## src/rtl/md_sequencer_pkg.sv

```systemverilog
// Shared definitions for the M-extension sequencer: instruction layout,
// opcode/funct codes, multiplier latency, divider defaults and FSM states.
package md_sequencer_pkg;

  localparam logic [6:0] OPC_RTYPE = 7'b0110011;
  localparam logic [6:0] M_INSTR   = 7'b0000001;

  // funct3 codes: bit 2 separates multiply (0) from divide (1)
  localparam logic [2:0] F3_MUL    = 3'b000;
  localparam logic [2:0] F3_MULH   = 3'b001;
  localparam logic [2:0] F3_MULHSU = 3'b010;
  localparam logic [2:0] F3_MULHU  = 3'b011;
  localparam logic [2:0] F3_DIV    = 3'b100;
  localparam logic [2:0] F3_DIVU   = 3'b101;
  localparam logic [2:0] F3_REM    = 3'b110;
  localparam logic [2:0] F3_REMU   = 3'b111;

  localparam int MUL_LATENCY        = 3;
  localparam int DIV_CYCLES_DEFAULT = 32;

  typedef struct packed {
    logic [6:0] funct7;
    logic [4:0] rs2;
    logic [4:0] rs1;
    logic [2:0] funct3;
    logic [4:0] rd;
    logic [6:0] opcode;
  } instr_t;

  typedef enum logic [1:0] {
    S_IDLE     = 2'd0,
    S_MUL_WAIT = 2'd1,
    S_DIV_RUN  = 2'd2,
    S_DONE     = 2'd3
  } md_state_t;

endpackage

```

## src/rtl/md_sequencer_divider.sv

```systemverilog
// Radix-2 restoring divider, one quotient bit per cycle, MSB first.
// Only built when RV32M_DIV_EN is defined.
`ifdef RV32M_DIV_EN
module md_divider
  import md_sequencer_pkg::*;
#(
  parameter int DIV_CYCLES = DIV_CYCLES_DEFAULT
) (
  input  logic        clk,
  input  logic        rst,
  input  logic        start,
  input  logic        abort,
  input  logic [31:0] dividend,
  input  logic [31:0] divisor,
  input  logic        is_signed,
  output logic        busy,
  output logic [31:0] quotient,
  output logic [31:0] remainder
);
  localparam int CW = $clog2(DIV_CYCLES + 1);

  logic [CW-1:0] cnt;
  logic [31:0]   quo, rem, dvs;
  logic          neg_q, neg_r;
  logic          a_neg, b_neg;
  logic [31:0]   a_mag, b_mag;
  logic [32:0]   r_sh, diff;

  assign a_neg = is_signed & dividend[31];
  assign b_neg = is_signed & divisor[31];
  assign a_mag = a_neg ? -dividend : dividend;
  assign b_mag = b_neg ? -divisor : divisor;

  // quo doubles as the dividend shift register; its MSB feeds the partial remainder
  assign r_sh = {rem, quo[31]};
  assign diff = r_sh - {1'b0, dvs};
  assign busy = (cnt != '0);

  // Load operands (or a special-case answer) on start, then iterate while busy
  always_ff @(posedge clk or posedge rst) begin
    if (rst) begin
      cnt <= '0; quo <= '0; rem <= '0; dvs <= '0; neg_q <= 1'b0; neg_r <= 1'b0;
    end else if (abort) begin
      cnt <= '0;
    end else if (start) begin
      if (divisor == '0) begin
        quo <= '1; rem <= dividend; neg_q <= 1'b0; neg_r <= 1'b0; cnt <= '0;
      end else if (is_signed && dividend == 32'h8000_0000 && divisor == '1) begin
        quo <= 32'h8000_0000; rem <= '0; neg_q <= 1'b0; neg_r <= 1'b0; cnt <= '0;
      end else begin
        quo <= a_mag; rem <= '0; dvs <= b_mag;
        neg_q <= a_neg ^ b_neg; neg_r <= a_neg;
        cnt <= CW'(DIV_CYCLES);
      end
    end else if (busy) begin
      if (!diff[32]) begin
        rem <= diff[31:0]; quo <= {quo[30:0], 1'b1};
      end else begin
        rem <= r_sh[31:0]; quo <= {quo[30:0], 1'b0};
      end
      cnt <= cnt - 1'b1;
    end
  end

  assign quotient  = neg_q ? -quo : quo;
  assign remainder = neg_r ? -rem : rem;

endmodule
`endif

```

## src/rtl/md_sequencer.sv

```systemverilog
// M-extension sequencer: holds EX operands toward an external multiplier or
// runs the iterative divider, stalls the front end, and pulses done.
// Macro RV32M_DIV_EN includes the divider; without it divides flag md_illegal.
module md_sequencer
  import md_sequencer_pkg::*;
#(
  parameter int DIV_CYCLES = DIV_CYCLES_DEFAULT
) (
  input  logic        clk,
  input  logic        rst,
  input  logic        ex_valid,
  input  logic        flush,
  input  instr_t      instr,
  input  logic [31:0] rs1_data,
  input  logic [31:0] rs2_data,
  input  logic        mul_valid,
  input  logic [31:0] mul_result,
  output instr_t      mul_instr,
  output logic [31:0] mul_a,
  output logic [31:0] mul_b,
  output logic        stall,
  output logic        done,
  output logic [31:0] result,
  output logic        md_illegal
);
  md_state_t   state;
  instr_t      instr_q;
  logic [31:0] op_a, op_b, result_q;
  logic        illegal_q;
  logic        req, is_div;

  assign req    = ex_valid & ~flush & (instr.opcode == OPC_RTYPE) & (instr.funct7 == M_INSTR);
  assign is_div = instr.funct3[2];

`ifdef RV32M_DIV_EN
  logic        div_busy;
  logic [31:0] div_q, div_r;

  // Divider is loaded straight from the EX operands in the request cycle
  md_divider #(.DIV_CYCLES(DIV_CYCLES)) u_div (
    .clk       (clk),
    .rst       (rst),
    .start     ((state == S_IDLE) & req & is_div),
    .abort     (flush),
    .dividend  (rs1_data),
    .divisor   (rs2_data),
    .is_signed (~instr.funct3[0]),
    .busy      (div_busy),
    .quotient  (div_q),
    .remainder (div_r)
  );
`else
  localparam int div_cycles_unused = DIV_CYCLES;
`endif

  // Sequencer state, operand latches and result register
  always_ff @(posedge clk or posedge rst) begin
    if (rst) begin
      state <= S_IDLE; instr_q <= '0; op_a <= '0; op_b <= '0;
      result_q <= '0; illegal_q <= 1'b0;
    end else if (flush) begin
      state <= S_IDLE;
    end else begin
      unique case (state)
        S_IDLE: if (req) begin
          instr_q <= instr; op_a <= rs1_data; op_b <= rs2_data; illegal_q <= 1'b0;
          if (!is_div) state <= S_MUL_WAIT;
`ifdef RV32M_DIV_EN
          else state <= S_DIV_RUN;
`else
          else begin
            state <= S_DONE; result_q <= '0; illegal_q <= 1'b1;
          end
`endif
        end
        S_MUL_WAIT: if (mul_valid) begin
          result_q <= mul_result; state <= S_DONE;
        end
        S_DIV_RUN: begin
`ifdef RV32M_DIV_EN
          // busy drops one cycle after the last iteration (or at once for special cases)
          if (!div_busy) begin
            result_q <= instr_q.funct3[1] ? div_r : div_q;
            state <= S_DONE;
          end
`else
          state <= S_IDLE;
`endif
        end
        S_DONE: begin
          state <= S_IDLE; illegal_q <= 1'b0;
        end
        default: state <= S_IDLE;
      endcase
    end
  end

  // Freeze the front end from the request cycle until DONE; flush releases it
  always_comb begin
    stall = 1'b0;
    if (!flush) begin
      case (state)
        S_IDLE:                stall = req;
        S_MUL_WAIT, S_DIV_RUN: stall = 1'b1;
        default:               stall = 1'b0;
      endcase
    end
  end

  // Zero instr outside MUL_WAIT restarts the multiplier's internal counter
  assign mul_instr  = (state == S_MUL_WAIT) ? instr_q : '0;
  assign mul_a      = op_a;
  assign mul_b      = op_b;
  assign result     = result_q;
  assign done       = (state == S_DONE) & ~flush;
  assign md_illegal = (state == S_DONE) & illegal_q & ~flush;

endmodule

```

## config.mk

```make
export PLATFORM = sky130hd
export DESIGN_NAME = md_sequencer
export DESIGN_NICKNAME = d
export VERILOG_FILES = /design/src/rtl/md_sequencer_pkg.sv /design/src/rtl/md_sequencer_divider.sv /design/src/rtl/md_sequencer.sv
export SDC_FILE = /design/constraint.sdc
export NUM_CORES = 1
export LEC_CHECK = 0
export ABC_AREA = 1
export CORE_ASPECT_RATIO = 1.1
export CORE_MARGIN = 5
export CORE_UTILIZATION = 45
export CTS_CLUSTER_SIZE = 20
export DETAILED_ROUTE_END_ITERATION = 12
export DONT_BUFFER_PORTS = 1
export GPL_ROUTABILITY_DRIVEN = 0
export HOLD_SLACK_MARGIN = 0.08
export SLEW_MARGIN = 15
export SYNTH_ARGS = -nofsm -noshare
export SYNTH_HDL_FRONTEND = slang
export SYNTH_SLANG_ARGS = --single-unit
```

## constraint.sdc

```tcl
create_clock -name clk -period 5.03 [get_ports clk]
set_input_delay 0.7545 -clock clk [delete_from_list [all_inputs] [get_ports clk]]
set_output_delay 0.7545 -clock clk [all_outputs]
set_load 0.01 [all_outputs]
```

==> reports/qor.tcl, run 1 <==
set qor(worstPathArrival_ps) 2270
set qor(slowest_stage_cell_crit_path) {a21oi_1}
set qor(clk-insertion-delay-late_ps) 410
set qor(buffers_inverters_on_critical_path) 1
set qor(yosys-top-cells-area) {dfrtp_1 (56%), nand2_1 (16%), inv_1 (11%)}
set qor(final_core_utilization_pct) 51.17
set qor(diodes) 0
set qor(first_global_vias) 4264
set qor(place.detailed.hpwl_um) 9720
set qor(antenna_found_initial) 0
set qor(p_per_area_nw_per_um2) 422.2
set qor(drt_iter0_markers) 280
set qor(clkSlewWorstSetupHoldPaths_ps) 60
set qor(routed_via_count) 4269
set qor(setup-tns-final_ps) 0
set qor(boundaryPins) 264
set qor(grtUsageTotal_pct) 18.05
set qor(crit_chain) {inv_1 > ha_1 > nand3_4 > a21oi_1}
set qor(tritoncts_buffers) 17
set qor(worst_ir_drop_vdd_mv) 0.2897
set qor(grt_max_degree) 128
set qor(drv_slew) 0
set qor(finish.net_count) 847
set qor(postSynthCellCount) 724
set qor(yosysUniqueCellTypes) 21
set qor(die_x_um) 118.5
set qor(ys_seq_area_share_pct) 56.30
set qor(worstHoldPathType) {in2async}
set qor(effective_utilization_at_floorplan_pct) 46.06
set qor(die_h_um) 129.3
set qor(max_freq_mhz) 331.0
set qor(wire_length_of_the_first_global_routing_pass_um) 22250
set qor(tritoncts_clock_tree) {done}
set qor(detail_route.drc_violations) 0
set qor(clock_tree.buffer_depth) 2
set qor(ctsHoldBuffers) 0
set qor(leakagePower_uw) 0.003966
set qor(final_period_minus_worst_setup_slack_ps) 3021
set qor(global_route.overflow_total) 0
set qor(htree_levels) 4
set qor(detailedPlace.worstSlack_ps) 2196
set qor(status) {complete, no violations}
set qor(ant_nets) 0
set qor(crit_required_ps) 4280
set qor(maxCapViolCount) 0
set qor(rows) 43
set qor(yosysWarnings) 0
set qor(core-area_um2) 12640
set qor(crit_fanout) 53
set qor(fin_total_pwr_uw) 2731
set qor(crit_path_end_kind) {primary output}
set qor(wire_per_inst_um) 15.65
set qor(synth.top_cell.area_share_pct) 56.30
set qor(fillerInstances) 1228
set qor(cts_sinks) 131
set qor(critical_path.top_delay_family) {compound AO/OA/AOI/OAI gates}
set qor(synth.net_count) 861
set qor(post-cts-setup-buffers) 0
set qor(area_overhead_vs_synth_pct) 11.11
set qor(drive_above_1_share_pct) 6.224
set qor(setup_repair_after_global_routing_missed_its_margin) {false}
set qor(final_min_period_over_clock_period_pct) 60.06
set qor(fin_ws_ps) 2009
set qor(timing_worst_setup_path_type) {reg2out}
set qor(timing.slew.headroom_pct) 31.24
set qor(vias_per_cell) 4.851
set qor(wl_um) 13770
set qor(biggest_cell_delay_along_the_critical_path_ps) 510
set qor(mappedNetlistArea_um2) 5823
set qor(final.setup_skew_ps) 4.243
set qor(post_cts_resized) 0
set qor(cts_root_buf) {clkbuf_16}
set qor(number_of_setup_violations_in_the_final_report) 0
set qor(port-buffer-count) 0
set qor(start_kind) {flip-flop}
set qor(ys_seq_elements) 131
set qor(synth_area_leader_cell) {dfrtp_1}
set qor(first_pass_iters) 4
set qor(hold_fails_final_rpt) 0
set qor(die-area_um2) 15320
set qor(mean_post_synth_cell_area_um2) 8.043
set qor(worstMarginPinSlew_ps) 1031
## cell type report
cell class	instances	area (µm²)	share of cell area (%)
clock buffers	19	442.9	6.846
clock inverters	13	158.9	2.456
inverters	171	644.4	9.959
multi-input cells	384	1712	26.46
flip-flops and latches	131	3278	50.67
well taps	157	196.4	3.036
repair buffers	5	37.54	0.5802
## flip-flops by register name, summed over array words and instances (netlist names)
register   cells
state          2
result        32
mul_b         32
illegal_q      1
instr_q       32
mul_a         32
## power breakdown
part / total [µW] / internal (µW) / switching [µW]
Combinational: 333 / 74.7 / 259
Clock: 1250 / 791 / 455
Sequential: 1150 / 1100 / 52.0
## logic make-up after synthesis
kind of cell    count (synthesis)  share of synthesized area (%)
compound gates                 86                          7.456
fa+ha+maj                       4                         0.8595
buf+inv                       209                          14.52
flops                         131                          56.30
simple gates                  294                          20.86
## layer usage
layer  GRT usage [%]  routed length, µm  part of all wire, %
met3           7.639               1308                  9.5
met5               0                  0                    0
met4           7.272                258                  1.9
met2           29.20               6597                   48
met1           21.48               5607                   41
## stage by stage
step | area [µm²] | hold slack, ps | cells
3_5_place_dp | 5866 | 453.4 | 848
5_1_grt | 6470 | 441.7 | 880
3_3_place_gp | 5866 | 448.0 | 848
4_1_cts | 6467 | 420.0 | 880
2_1_floorplan | 5823 | 434.5 | 724
6_report | 6470 | 400.0 | 880
## worst reg2reg max path, cell delays in order (launching register included)
cell,delay (ps)
dfrtp_1,400
inv_1,80
ha_1,320
nand3_4,460
buf_4,850
o21ai_0,290
## worst paths after layout
path / start / to / slack, ps / cells after the start
min in group clk: instr_q[0]$_DFFE_PP0P_ / instr_q[0]$_DFFE_PP0P_ / 460 / 2
worst min-delay path: rst / result[0]$_DFFE_PP0P_ / 400 / 2
worst max-delay path: state[0]$_DFFE_PP0P_ / stall / 2010 / 4
max in group asynchronous: rst / instr_q[18]$_DFFE_PP0P_ / 3840 / 2
worst max register to register: state[0]$_DFFE_PP0P_ / instr_q[15]$_DFFE_PP0P_ / 2460 / 5
worst min register to register: instr_q[0]$_DFFE_PP0P_ / instr_q[0]$_DFFE_PP0P_ / 460 / 2
## Yosys cell counts (all sizes together)
library cell  count
ha                4
buf              27
clkbuf           11
nand3             5
dfrtp           131
nand4            33
nand2           242
a21oi             2
inv             171
nor2             14
o21ai            84
## cells in the final DEF, fill, tap and decap left out, drive strengths merged, types with 4 or more instances in the layout
master	netlist	layout
nor2	14	14
buf	27	5
ha	4	4
nand3	5	5
nand4	33	33
o21ai	84	84
dfrtp	131	131
clkbuf	11	19
nand2	242	242
clkinv	0	6
inv	171	172
(Power assumes the default switching activity.)
==> run 2: changes to the inputs <==
clock period = 2.7 ns   (was 5.03 ns; I/O delays follow)
==> reports/qor.tcl, run 2 (synthesis gave the netlist of run 1 again) <==
set qor(boundaryPins) 264
set qor(clk-insertion-delay-late_ps) 410
set qor(first_pass_iters) 4
set qor(detail_route.drc_violations) 0
set qor(port-buffer-count) 0
set qor(wl_um) 13720
set qor(htree_levels) 4
set qor(fin_total_pwr_uw) 4981
set qor(hold_fails_final_rpt) 0
set qor(combinational_power_share_pct) 12.8
set qor(vias_per_cell) 4.906
set qor(pwr-share-seq_pct) 43.1
set qor(number_of_setup_violations_in_the_final_report) 0
set qor(worst_ir_drop_vdd_mv) 0.4531
set qor(crit_fanout) 30
set qor(netSwitchingPower_uw) 1417
set qor(final_common_cell) {nand2_1}
set qor(dpl.cell_count) 852
set qor(die_x_um) 118.5
set qor(start_kind) {flip-flop}
set qor(crit_path_end_kind) {primary output}
set qor(wire_per_inst_um) 15.51
set qor(cts_sinks) 131
set qor(final_min_period_over_clock_period_pct) 86.57
set qor(ant_nets) 0
set qor(fillerInstances) 1207
set qor(place.detailed.hpwl_um) 9908
set qor(sw_frac_of_total_pct) 28.46
set qor(clock_tree.buffer_depth) 2
set qor(drv_slew) 0
set qor(diodes) 0
set qor(final_cell_area_um2) 6501
set qor(tritoncts_buffers) 17
set qor(status) {complete, no violations}
set qor(rows) 43
set qor(wire_length_of_the_first_global_routing_pass_um) 21940
set qor(finish.net_count) 852
set qor(die_h_um) 129.3
set qor(maxCapViolCount) 0
set qor(routed_via_count) 4342
set qor(mostFrequentLayoutCells) {nand2_1 (241), inv_1 (169), dfrtp_1 (131)}
set qor(antenna_found_initial) 0
set qor(area_overhead_vs_synth_pct) 11.65
set qor(p_per_area_nw_per_um2) 766.2
set qor(setup-tns-final_ps) 0
set qor(grt_max_degree) 115
set qor(drt_iter0_markers) 266
set qor(effective_utilization_at_floorplan_pct) 46.06
set qor(worstPathArrival_ps) 1930
set qor(cts_root_buf) {clkbuf_16}
set qor(die-area_um2) 15320
set qor(internal_power_uw) 3564
set qor(setup_repair_after_global_routing_missed_its_margin) {false}
set qor(timing.slew.headroom_pct) 55.89
set qor(tritoncts_clock_tree) {done}
set qor(first_global_vias) 4313
set qor(grtUsageTotal_pct) 17.90
set qor(leakagePower_uw) 0.003987
set qor(final.setup_skew_ps) 7.016
set qor(max_freq_mhz) 427.8
set qor(core-area_um2) 12640
set qor(m1WireLength_um) 5306
set qor(timing_worst_setup_path_type) {reg2out}
set qor(worstMarginPinSlew_ps) 661.6
set qor(clkSlewWorstSetupHoldPaths_ps) 60
set qor(route.met3.wl_um) 1404
set qor(topRoutingLayerUsed) {met4}
set qor(p_clk_share_pct) 44.1
set qor(crit_required_ps) 2300
set qor(met2RoutedLength_um) 6764
set qor(placement.cell_area_um2) 5922
set qor(global_route.overflow_total) 0
set qor(layout.cells.non_filler) 885
set qor(worstHoldPathType) {in2reg}
set qor(final_period_minus_worst_setup_slack_ps) 2338
set qor(drive_above_1_share_pct) 6.456
run 2: final timing paths:
check | start | endpoint | slack, ps | depth (start not counted)
max reg2reg | state[1]$_DFFE_PP0P_ | result[27]$_DFFE_PP0P_ | 690 | 6
min reg2reg | instr_q[30]$_DFFE_PP0P_ | instr_q[30]$_DFFE_PP0P_ | 460 | 2
min | rs2_data[24] | mul_b[24]$_DFFE_PP0P_ | 120 | 2
min in group asynchronous | rst | mul_b[5]$_DFFE_PP0P_ | 590 | 3
max in group asynchronous | rst | state[1]$_DFFE_PP0P_ | 1530 | 3
max | state[1]$_DFFE_PP0P_ | mul_instr[3] | 360 | 5
run 2: timing repair:
| item | 4_1_cts | 5_1_grt |
|---|---|---|
| hold endpoints to repair | 78 | 0 |
| hold buffers | 1 | 0 |
| buffers inserted | 0 | 0 |
| gates resized for setup | 0 | 0 |
run 2: per-stage QoR:
| step | util, % | hold WS [ps] | setup slack, ps |
|---|---|---|---|
| after floorplan | - | 434.5 | 671.8 |
| after global placement | 46.84 | 428.9 | 769.2 |
| after detailed placement | 46.84 | 439.1 | 701.4 |
| after CTS | 51.42 | 96.24 | 316.8 |
| after global routing | 51.42 | 109.1 | 242.8 |
| final | 51.42 | 117.9 | 362.5 |
run 2: final cells by class:
cell class / count / area, µm² / share of cell area, %
sequential: 131 / 3278 / 50.42
inverter: 171 / 645.6 / 9.931
timing repair buffer: 10 / 102.6 / 1.578
clock buffer: 19 / 432.9 / 6.659
clock inverter: 13 / 136.4 / 2.098
multi-input combinational: 384 / 1709 / 26.29
tap: 157 / 196.4 / 3.022
run 2: layer usage:
layer	vias up	track usage (%)
met3	19	7.900
met5	-	0
met2	180	29.03
met4	0	7.071
met1	2012	21.08
li1	2131	-
run 2: critical path, stage by stage (launching register included):
cell and delay, ps:
dfrtp_1 390, inv_1 110, ha_2 380, buf_4 370, nand2_1 130, inv_1 120
run 2: power by group through the flow:
stage	Combinational (µW)	Sequential, µW	Clock (µW)
final	638	2150	2200
after global routing	735	2150	2350
after CTS	647	2150	2260
after detailed placement	642	2180	0
after global placement	619	2180	0
after floorplan	527	2160	0
==> run 3: changes to the inputs <==
CORE_UTILIZATION = 49   (was 45)
HOLD_SLACK_MARGIN = 0.03   (was 0.08)
PLACE_DENSITY = 0.66   (was default)
REMOVE_ABC_BUFFERS = 1   (was default)
==> reports/qor.tcl, run 3 (synthesis gave the netlist of run 1 again) <==
set qor(status) {complete, no violations}
set qor(drive_above_1_share_pct) 6.722
set qor(grtUsageTotal_pct) 19.67
set qor(rows) 41
set qor(setup_repair_after_global_routing_missed_its_margin) {false}
set qor(worstPathArrival_ps) 1780
set qor(finish.net_count) 853
set qor(buffers_inverters_on_critical_path) 3
set qor(vias_per_cell) 4.970
set qor(tritoncts_clock_tree) {done}
set qor(antenna_found_initial) 0
set qor(first_pass_iters) 4
set qor(final_common_cell) {nand2_1}
set qor(grt_max_degree) 133
set qor(crit_fanout) 43
set qor(area_overhead_vs_synth_pct) 11.84
set qor(worst_r2r_startpoint) {state[1]$_DFFE_PP0P_}
set qor(layout.cells.non_filler) 879
set qor(clk-insertion-delay-late_ps) 400
set qor(die-area_um2) 14170
set qor(worstHoldPathType) {in2reg}
set qor(worst_ir_drop_vdd_mv) 0.3535
set qor(fillerInstances) 1059
set qor(final.setup_skew_ps) 9.725
set qor(boundaryPins) 264
set qor(drv_slew) 0
set qor(hold_fails_final_rpt) 0
set qor(wire_length_of_the_first_global_routing_pass_um) 22530
set qor(htree_levels) 4
set qor(diodes) 0
set qor(tritoncts_buffers) 17
set qor(crit_path_end_kind) {primary output}
set qor(routed_via_count) 4369
set qor(crit_chain) {inv_1 > ha_2 > buf_4 > nand2_1 > inv_1}
set qor(post-cts-setup-buffers) 0
set qor(timing.slew.headroom_pct) 60.54
set qor(cp_startpoint) {state[1]$_DFFE_PP0P_}
set qor(die_h_um) 124.3
set qor(maxCapViolCount) 0
set qor(mostFrequentLayoutCells) {nand2_1 (241), inv_1 (169), dfrtp_1 (131)}
set qor(biggest_cell_delay_along_the_critical_path_ps) 400
set qor(worstMarginPinSlew_ps) 590.4
set qor(drt_iter0_markers) 427
set qor(effective_utilization_at_floorplan_pct) 50.45
set qor(dpl.cell_count) 846
set qor(timing_worst_setup_path_type) {reg2out}
set qor(die_x_um) 113.9
set qor(max_freq_mhz) 458.4
set qor(clkSlewWorstSetupHoldPaths_ps) 60
set qor(cts_sinks) 131
set qor(timing.hold.worst.start) {rs2_data[14]}
set qor(cp_common_cell) {inv_1}
set qor(detail_route.drc_violations) 0
set qor(crit_required_ps) 2300
set qor(final_period_minus_worst_setup_slack_ps) 2181
set qor(wl_um) 14030
set qor(p_per_area_nw_per_um2) 772.7
set qor(global_route.overflow_total) 0
set qor(wire_per_inst_um) 15.96
set qor(number_of_setup_violations_in_the_final_report) 0
set qor(cts_root_buf) {clkbuf_16}
set qor(slowest_stage_cell_crit_path) {dfrtp_1}
set qor(start_kind) {flip-flop}
set qor(final_min_period_over_clock_period_pct) 80.79
set qor(port-buffer-count) 0
set qor(leakagePower_uw) 0.003993
set qor(critical_path.top_delay_family) {buffers and inverters}
set qor(first_global_vias) 4448
set qor(place.detailed.hpwl_um) 10090
set qor(clock_tree.buffer_depth) 2
set qor(worst_hold_slack_ps) 128.1
set qor(core-area_um2) 11540
set qor(ant_nets) 0
==> run 3: changes by cell type in the layout (fill, tap and decap cells not counted) <==
cell	before	now
clkinv_2	5	2
inv_6	1	3
buf_4	7	8
clkbuf_1	2	1
clkinvlp_4	2	3
inv_4	0	1
==> run 3: routing by layer <==
| layer | GRT usage [%] | part of all wire (%) | routed length, µm | up-vias |
|---|---|---|---|---|
| met5 | 0 | 0 | 0 | - |
| met4 | 6.359 | 1.2 | 168 | 0 |
| met3 | 10.64 | 13 | 1852 | 15 |
| met2 | 30.57 | 46 | 6468 | 218 |
| met1 | 23.26 | 39 | 5539 | 2006 |
| li1 | - | - | - | 2130 |
==> run 3: final cells by class <==
cell class	count	area, µm²	share of cell area (%)
multi-input combinational	384	1709	26.24
tap	150	187.7	2.882
timing repair buffer	11	110.1	1.691
clock inverter	14	153.9	2.363
sequential	131	3278	50.34
inverter	171	644.4	9.894
clock buffer	18	429.2	6.590
==> run 3: stage by stage <==
| stage | util [%] | total power [µW] | setup TNS [ps] | cell area (µm²) | worst slack, ps |
|---|---|---|---|---|---|
| after CTS | 56.42 | 5086 | 0 | 6513 | 486.6 |
| after floorplan | - | 2615 | -206870 | 5619 | -1203 |
| final | 56.42 | 5032 | 0 | 6513 | 518.6 |
| after global routing | 56.42 | 5293 | 0 | 6513 | 352.3 |
| after global placement | 51.28 | 2793 | 0 | 5919 | 707.7 |
| after detailed placement | 51.28 | 2822 | 0 | 5919 | 601.7 |
==> run 3: report_power, final <==
group	leakage, µW	total (µW)	switching [µW]	internal [µW]
registers	0.00180	2150	97.5	2050
clock network	0.000277	2240	871	1370
logic	0.00192	646	487	160
total	0.00399	5030	1450	3580
==> run 3: worst paths after layout <==
| kind | endpoint | cells past startpoint | slack, ps |
|---|---|---|---|
| max in group asynchronous | instr_q[30]$_DFFE_PP0P_ | 3 | 1520 |
| hold reg to reg | instr_q[5]$_DFFE_PP0P_ | 2 | 460 |
| setup / recovery | mul_instr[10] | 5 | 520 |
| hold / removal | mul_b[14]$_DFFE_PP0P_ | 2 | 130 |
| setup reg to reg | result[26]$_DFFE_PP0P_ | 7 | 580 |
| min in group asynchronous | result[8]$_DFFE_PP0P_ | 2 | 500 |
==> run 3: what timing repair did <==
action,4_1_cts,5_1_grt
hold buffers,1,0
endpoints found under the hold margin,30,0
setup endpoints to repair,0,0
resized for setup,0,0
